$ cat config.mk
export PLATFORM = sky130hd
export DESIGN_NAME = uart_tx_sched
export DESIGN_NICKNAME = d
export VERILOG_FILES = /design/src/rtl/uart_pkg.sv /design/src/rtl/uart_sched_timer.sv /design/src/rtl/uart_tx_sched.sv
export SDC_FILE = /design/constraint.sdc
export NUM_CORES = 1
export LEC_CHECK = 0
export BUFFER_PORTS_ARGS = -buffer_cell sky130_fd_sc_hd__buf_4
export CAP_MARGIN = 20
export CORE_ASPECT_RATIO = 0.75
export CORE_MARGIN = 1
export CORE_UTILIZATION = 53
export CTS_BUF_LIST = sky130_fd_sc_hd__clkbuf_8 sky130_fd_sc_hd__clkbuf_16
export DETAILED_ROUTE_END_ITERATION = 16
export GPL_TIMING_DRIVEN = 0
export PLACE_DENSITY = 0.86
export SLEW_MARGIN = 20
export SYNTH_ARGS = -nofsm -noshare
export SYNTH_HDL_FRONTEND = slang
export SYNTH_HIERARCHICAL = 1
export SYNTH_SLANG_ARGS = --single-unit
$ cat constraint.sdc
create_clock -name clk -period 2.7 [get_ports clk]
set_input_delay 0.54 -clock clk [delete_from_list [all_inputs] [get_ports clk]]
set_output_delay 0.54 -clock clk [all_outputs]
set_load 0.05 [all_outputs]
$ cat src/rtl/uart_pkg.sv
// Shared definitions for the UART TX scheduler: state encoding, default widths, counter sizing.
// The GAP state is only present when UART_TX_GAP_EN is defined.
package uart_pkg;

    localparam int UART_WIDTH = 8;
    localparam int UART_CNT_W = 16;

    typedef enum logic [2:0] {
        S_IDLE,
        S_READ,
        S_LATCH,
        S_START,
        S_WAIT_ACK,
        S_WAIT_DONE,
        S_FLUSH_RD
`ifdef UART_TX_GAP_EN
        , S_GAP
`endif
    } sched_state_t;

    // Ceiling log2, never below 1 so a counter always has at least one bit.
    function automatic int clog2w(input int value);
        int r;
        r = 0;
        while ((1 << r) < value) r++;
        if (r < 1) r = 1;
        return r;
    endfunction

endpackage

$ cat src/rtl/uart_sched_timer.sv
// Loadable down-counter with a done flag; shared by the ACK timeout and the inter-frame gap.
module uart_sched_timer
    import uart_pkg::*;
#(
    parameter int W = 7
) (
    input  logic         clk,
    input  logic         rst,
    input  logic         load,
    input  logic [W-1:0] load_val,
    output logic         done
);

    logic [W-1:0] cnt;

    always_ff @(posedge clk) begin
        if (!rst) begin
            cnt <= '0;
        end else if (load) begin
            cnt <= load_val;
        end else if (cnt != '0) begin
            cnt <= cnt - W'(1);
        end
    end

    assign done = (cnt == '0);

endmodule

$ cat src/rtl/uart_tx_sched.sv
// Drains the TX FIFO into the UART shifter one frame at a time, with flush, ACK timeout and counters.
// Optional inter-frame idle gap enabled by defining UART_TX_GAP_EN.
module uart_tx_sched
    import uart_pkg::*;
#(
    parameter int WIDTH       = UART_WIDTH,
    parameter int CNT_W       = UART_CNT_W,
    parameter int ACK_TIMEOUT = 64,
    parameter int GAP_CYCLES  = 16
) (
    input  logic             clk,
    input  logic             rst,
    input  logic             enable,
    input  logic             flush,
    input  logic             fifo_empty,
    output logic             fifo_r_e,
    input  logic [WIDTH-1:0] fifo_data,
    input  logic             tx_busy,
    output logic             tx_start,
    output logic [WIDTH-1:0] tx_data,
    output logic             sched_busy,
    output logic             ack_err,
    output logic [CNT_W-1:0] sent_cnt,
    output logic [CNT_W-1:0] drop_cnt
);

    localparam int TMR_MAX = (ACK_TIMEOUT > GAP_CYCLES) ? ACK_TIMEOUT : GAP_CYCLES;
    localparam int TMR_W   = clog2w(TMR_MAX + 1);

    sched_state_t     state;
    logic             tmr_load;
    logic [TMR_W-1:0] tmr_val;
    logic             tmr_done;

    // Timer is loaded on the edge that enters the timed state, so it reads
    // N-1 on the first cycle there and reports done on the N-th.
    always_comb begin
        tmr_load = 1'b0;
        tmr_val  = TMR_W'(ACK_TIMEOUT - 1);
        if (state == S_START) begin
            tmr_load = 1'b1;
        end
`ifdef UART_TX_GAP_EN
        if (state == S_WAIT_DONE && !tx_busy) begin
            tmr_load = 1'b1;
            tmr_val  = TMR_W'(GAP_CYCLES - 1);
        end
`endif
    end

    uart_sched_timer #(
        .W(TMR_W)
    ) u_timer (
        .clk      (clk),
        .rst      (rst),
        .load     (tmr_load),
        .load_val (tmr_val),
        .done     (tmr_done)
    );

    always_ff @(posedge clk) begin
        if (!rst) begin
            state      <= S_IDLE;
            fifo_r_e   <= 1'b0;
            tx_start   <= 1'b0;
            tx_data    <= '0;
            sched_busy <= 1'b0;
            ack_err    <= 1'b0;
            sent_cnt   <= '0;
            drop_cnt   <= '0;
        end else begin
            fifo_r_e <= 1'b0;
            tx_start <= 1'b0;
            case (state)
                S_IDLE: begin
                    // Flush wins over enable; fifo_empty is only trusted here.
                    if (flush && !fifo_empty) begin
                        state      <= S_FLUSH_RD;
                        fifo_r_e   <= 1'b1;
                        sched_busy <= 1'b1;
                    end else if (enable && !fifo_empty && !tx_busy) begin
                        state      <= S_READ;
                        fifo_r_e   <= 1'b1;
                        sched_busy <= 1'b1;
                    end
                end
                S_READ: begin
                    state <= S_LATCH;
                end
                S_LATCH: begin
                    tx_data  <= fifo_data;
                    tx_start <= 1'b1;
                    state    <= S_START;
                end
                S_START: begin
                    sent_cnt <= sent_cnt + CNT_W'(1);
                    state    <= S_WAIT_ACK;
                end
                S_WAIT_ACK: begin
                    if (tx_busy) begin
                        state <= S_WAIT_DONE;
                    end else if (tmr_done) begin
                        ack_err    <= 1'b1;
                        drop_cnt   <= drop_cnt + CNT_W'(1);
                        state      <= S_IDLE;
                        sched_busy <= 1'b0;
                    end
                end
                S_WAIT_DONE: begin
                    if (!tx_busy) begin
`ifdef UART_TX_GAP_EN
                        state      <= S_GAP;
`else
                        state      <= S_IDLE;
                        sched_busy <= 1'b0;
`endif
                    end
                end
`ifdef UART_TX_GAP_EN
                S_GAP: begin
                    if (tmr_done) begin
                        state      <= S_IDLE;
                        sched_busy <= 1'b0;
                    end
                end
`endif
                S_FLUSH_RD: begin
                    drop_cnt   <= drop_cnt + CNT_W'(1);
                    state      <= S_IDLE;
                    sched_busy <= 1'b0;
                end
                default: begin
                    state      <= S_IDLE;
                    sched_busy <= 1'b0;
                end
            endcase
        end
    end

endmodule
==> impl.org <==
** Place
- Number of buffers added on ports :: 57
- Routability cong. :: 0.845
- At the placement stage, the worst setup path has a slack of 0.413 ns.
- Once detailed placement completed, the half-perimeter wirelength came to 4180 um.

** Worst setup path
- Launching element of the worst setup path :: u_timer/cnt[0]
- The critical path is of the reg -> reg type.
- Walking the worst path, the cells encountered are inv_1 > ha_1 > and4b_1 > buf_6 > nor2b_1 > buf_4 > o2111ai_1 > buf_2 > or4_1 > a21oi_1.
- STA puts the critical path data required time at 2.94 ns.
- Family of cells with the greatest summed delay on the critical path :: simple AND/OR/NAND/NOR gates
- For the worst setup path, the data arrival time is 2.57 ns.
- Maximum fanout along the worst path :: 10
- CP endpoint kind :: register
- The number of buffers and inverters on the critical path is 4.
- Startpoint of the lowest-slack register-to-register path :: u_timer/cnt[0]
- Worst Setup Start Kind :: register
- For this design, the slowest cell found on the critical path is or4_1.
- On the worst path, the slowest cell contributes a delay of 0.47 ns.

** Final layout
- Final nets :: 382
- Of the cells placed in the final design, the portion with a size suffix greater than 1 is 23.3%.
- Signed area change from the synthesized netlist to the final layout :: 25.7%
- Count of filler cells inserted in the layout :: 361
- Cells fill 71.0% of the core in the end.
- The number of antenna diodes in the final layout is 0.

** Run status
- The run finished with clean final reports.

** Global routing
- After global routing the overflow that remains totals 0.
- Via count of the first global-routing pass :: 2145
- Number of antenna violations at the first check in global routing :: 0
- Maximum number of pins on one net before global-route repair :: 17
- Combined global-route utilization of all metal layers :: 24.4%
- The first global-routing pass estimated 9810 um of wire.

** Power
- In this run the power density over the cells is 825 nW/um2.
- VDD IR-drop max :: 0.494 mV
- In this run the static leakage power is 1.33 nW.
- Overall power of the completed layout :: 2.66 mW

** Floorplanning
- The floorplan step defined a die boundary enclosing 5130 um2.
- Row generation in the floorplan step produced 21 rows.
- DIE WIDTH :: 82.4 um
- Effective utilization at floorplan :: 56.5%
- In this run the count of I/O pins placed on the die edge is 58.
- Measured along the y axis, the die boundary spans 62.3 um.
- Total core area :: 4550 um2

** Timing
- Final Max Tran Viols :: 0
- Adding up every negative setup slack in the final design gives 0 ns.
- Post-route setup slack :: 0.371 ns
- Final min period :: 2.33 ns
- Slew Limit Headroom :: 54.6%
- Based on the critical path, the design can be clocked at up to 429 MHz.
- Slew @ Worst Pin :: 0.681 ns
- Final clock period utilization by the worst path :: 86.2%
- Final hold viol count :: 0
- Hold timing on the final database bottoms out at a slack of 0.460 ns.
- For the final database, setup skew stands at 0.00390 ns.
- Unrepaired setup endpoints after global routing :: no
- Count of endpoints failing setup in the final report :: 0

** Drt
- Met1 wire length :: 2690 um
- The first routing iteration left 80 violations.
- The detail route stage leaves a number of antenna-violating nets equal to 0.
- After detailed routing, the total wire length is 5680 um.
- DRC violations left :: 0
- WL per Instance :: 13.5 um
- The highest layer touched by signal routing is met4.
- Routed vias :: 2329
- For this run, the detailed router's first-pass iteration total came to 4.
- Dividing the detail-routed via count by the number of cells gives 5.52.
- Routed wl met3 :: 298 um
- Met2 wire length :: 2640 um

** Clock tree
- Clock latency of the later-clocked register in the worst-skew pair :: 0.30 ns
- The longest clock path from root to sink contains 2 buffers.
- Clock tree synthesis found a total of 54 sinks.
- Quantity of gates resized following cts :: 0
- Inserted Clock Buffers :: 5
- The H-tree was split into 2 levels.
- After clock tree synthesis, the clock-pin slew on the worst setup and hold paths is 0.09 ns.
- Hold-fix buffers at CTS :: 0
- TritonCTS built the clock tree.
- Setup Fix Bufs, Post-CTS :: 0
- The tree is rooted in a clkbuf_8.

** Synthesis
- Of the post-synthesis cell area, the dominant cell type holds 42.1%.
- Synth cell count leaders :: 54 x dfxtp_1, 35 x nand2_1, 25 x a21oi_1, 25 x nor2_1, 13 x o21ai_0
- Netlist area before placement :: 2570 um2
- Synth area leaders :: dfxtp_1 42%, nand2_1 5.1%, a21oi_1 4.9%
- Number of enable flip-flop cells after synthesis :: 0
- Ys Warns :: 6
- The average instance in the mapped netlist occupies 8.70 um2.
- Summed over all instances, the cell type with the most area after synthesis is dfxtp_1.
- Library cell with the highest instance count after synthesis :: dfxtp_1
- The netlist uses 50 different library cells.
- Share of synthesized registers carrying an async set or reset :: 0%
- Predominant post-synthesis flop cell :: dfxtp_1
- Synthesis-stage register bit count :: 54
- Synthesis handed over a netlist of 295 instances.
- Seq/Total Area, Yosys :: 42.1%

** Worst hold path
- Path type of the worst min-delay path :: reg -> reg
- Hold path start :: tx_data[4]

** Job
- Total of max-cap violations :: 0
==> tightest hold or removal path: stages (launching register included) <==
cell and delay [ns]:
dfxtp_1 0.32, nand2_1 0.05, a21oi_1 0.05
==> report_power, final <==
group	internal [mW]	switching (mW)
Sequential	0.907	0.0732
Clock	0.395	0.257
Combinational	0.436	0.594
Total	1.74	0.924
==> per-layer routing <==
layer	up-vias	global-route usage, %
li1	1169	-
met3	6	5.44
met5	-	0
met1	1090	33.5
met4	0	7.02
met2	64	38.0
==> worst paths after layout <==
check / slack, ns / endpoint / cells past startpoint
worst max-delay path: 0.37 / drop_cnt[14] / 10
worst min-delay path: 0.46 / tx_data[4] / 2
worst max register to register: 0.37 / drop_cnt[14] / 10
worst min register to register: 0.46 / tx_data[4] / 2
==> layout by cell type (no fill, tap or decap), drive strengths merged, types with 5 or more instances in the layout <==
master,count
a21oi,25
and2,5
buf,66
clkbuf,13
conb,7
dfxtp,54
inv,6
nand2,35
nand3,12
nand4,6
nor2,25
o21ai,14
o31ai,9
or3,9
or4,7
xnor2,11
xor2,9
==> metrics by stage <==
step,cells,instance area [um2]
2_1_floorplan,300,2590
3_3_place_gp,414,3090
3_5_place_dp,414,3090
4_1_cts,422,3230
5_1_grt,422,3230
6_report,422,3230
==> cell type report <==
type	instances	area (um2)	area share, %
multi-input combinational	223	1370	42.6
sequential	54	1080	33.5
timing repair buffer	57	428	13.3
buffer	16	105	3.26
clock buffer	6	82.6	2.56
tap	57	71.3	2.21
clock inverter	2	60.1	1.86
inverter	7	26.3	0.814
==> registers in the layout, summed over array words and instances, names as in the netlist <==
| signal | count |
|---|---|
| tx_start | 1 |
| drop_cnt | 16 |
| sent_cnt | 16 |
| sched_busy | 1 |
| ack_err | 1 |
| state | 3 |
| u_timer/cnt | 7 |
| tx_data | 8 |
| fifo_r_e | 1 |
==> kinds of logic after synthesis <==
family / count (synthesis) / synth area share, %
AOI/OAI and AO/OA: 62 / 15.1
xor gates and xnor gates: 20 / 6.82
adders and majority gates: 4 / 1.95
buffers and inverters: 23 / 5.12
DFF: 54 / 42.1
muxes: 5 / 2.19
other: 2 / 0.293
and+or+nand+nor: 125 / 26.5
No activity file was read; power rests on OpenSTA's default activity.
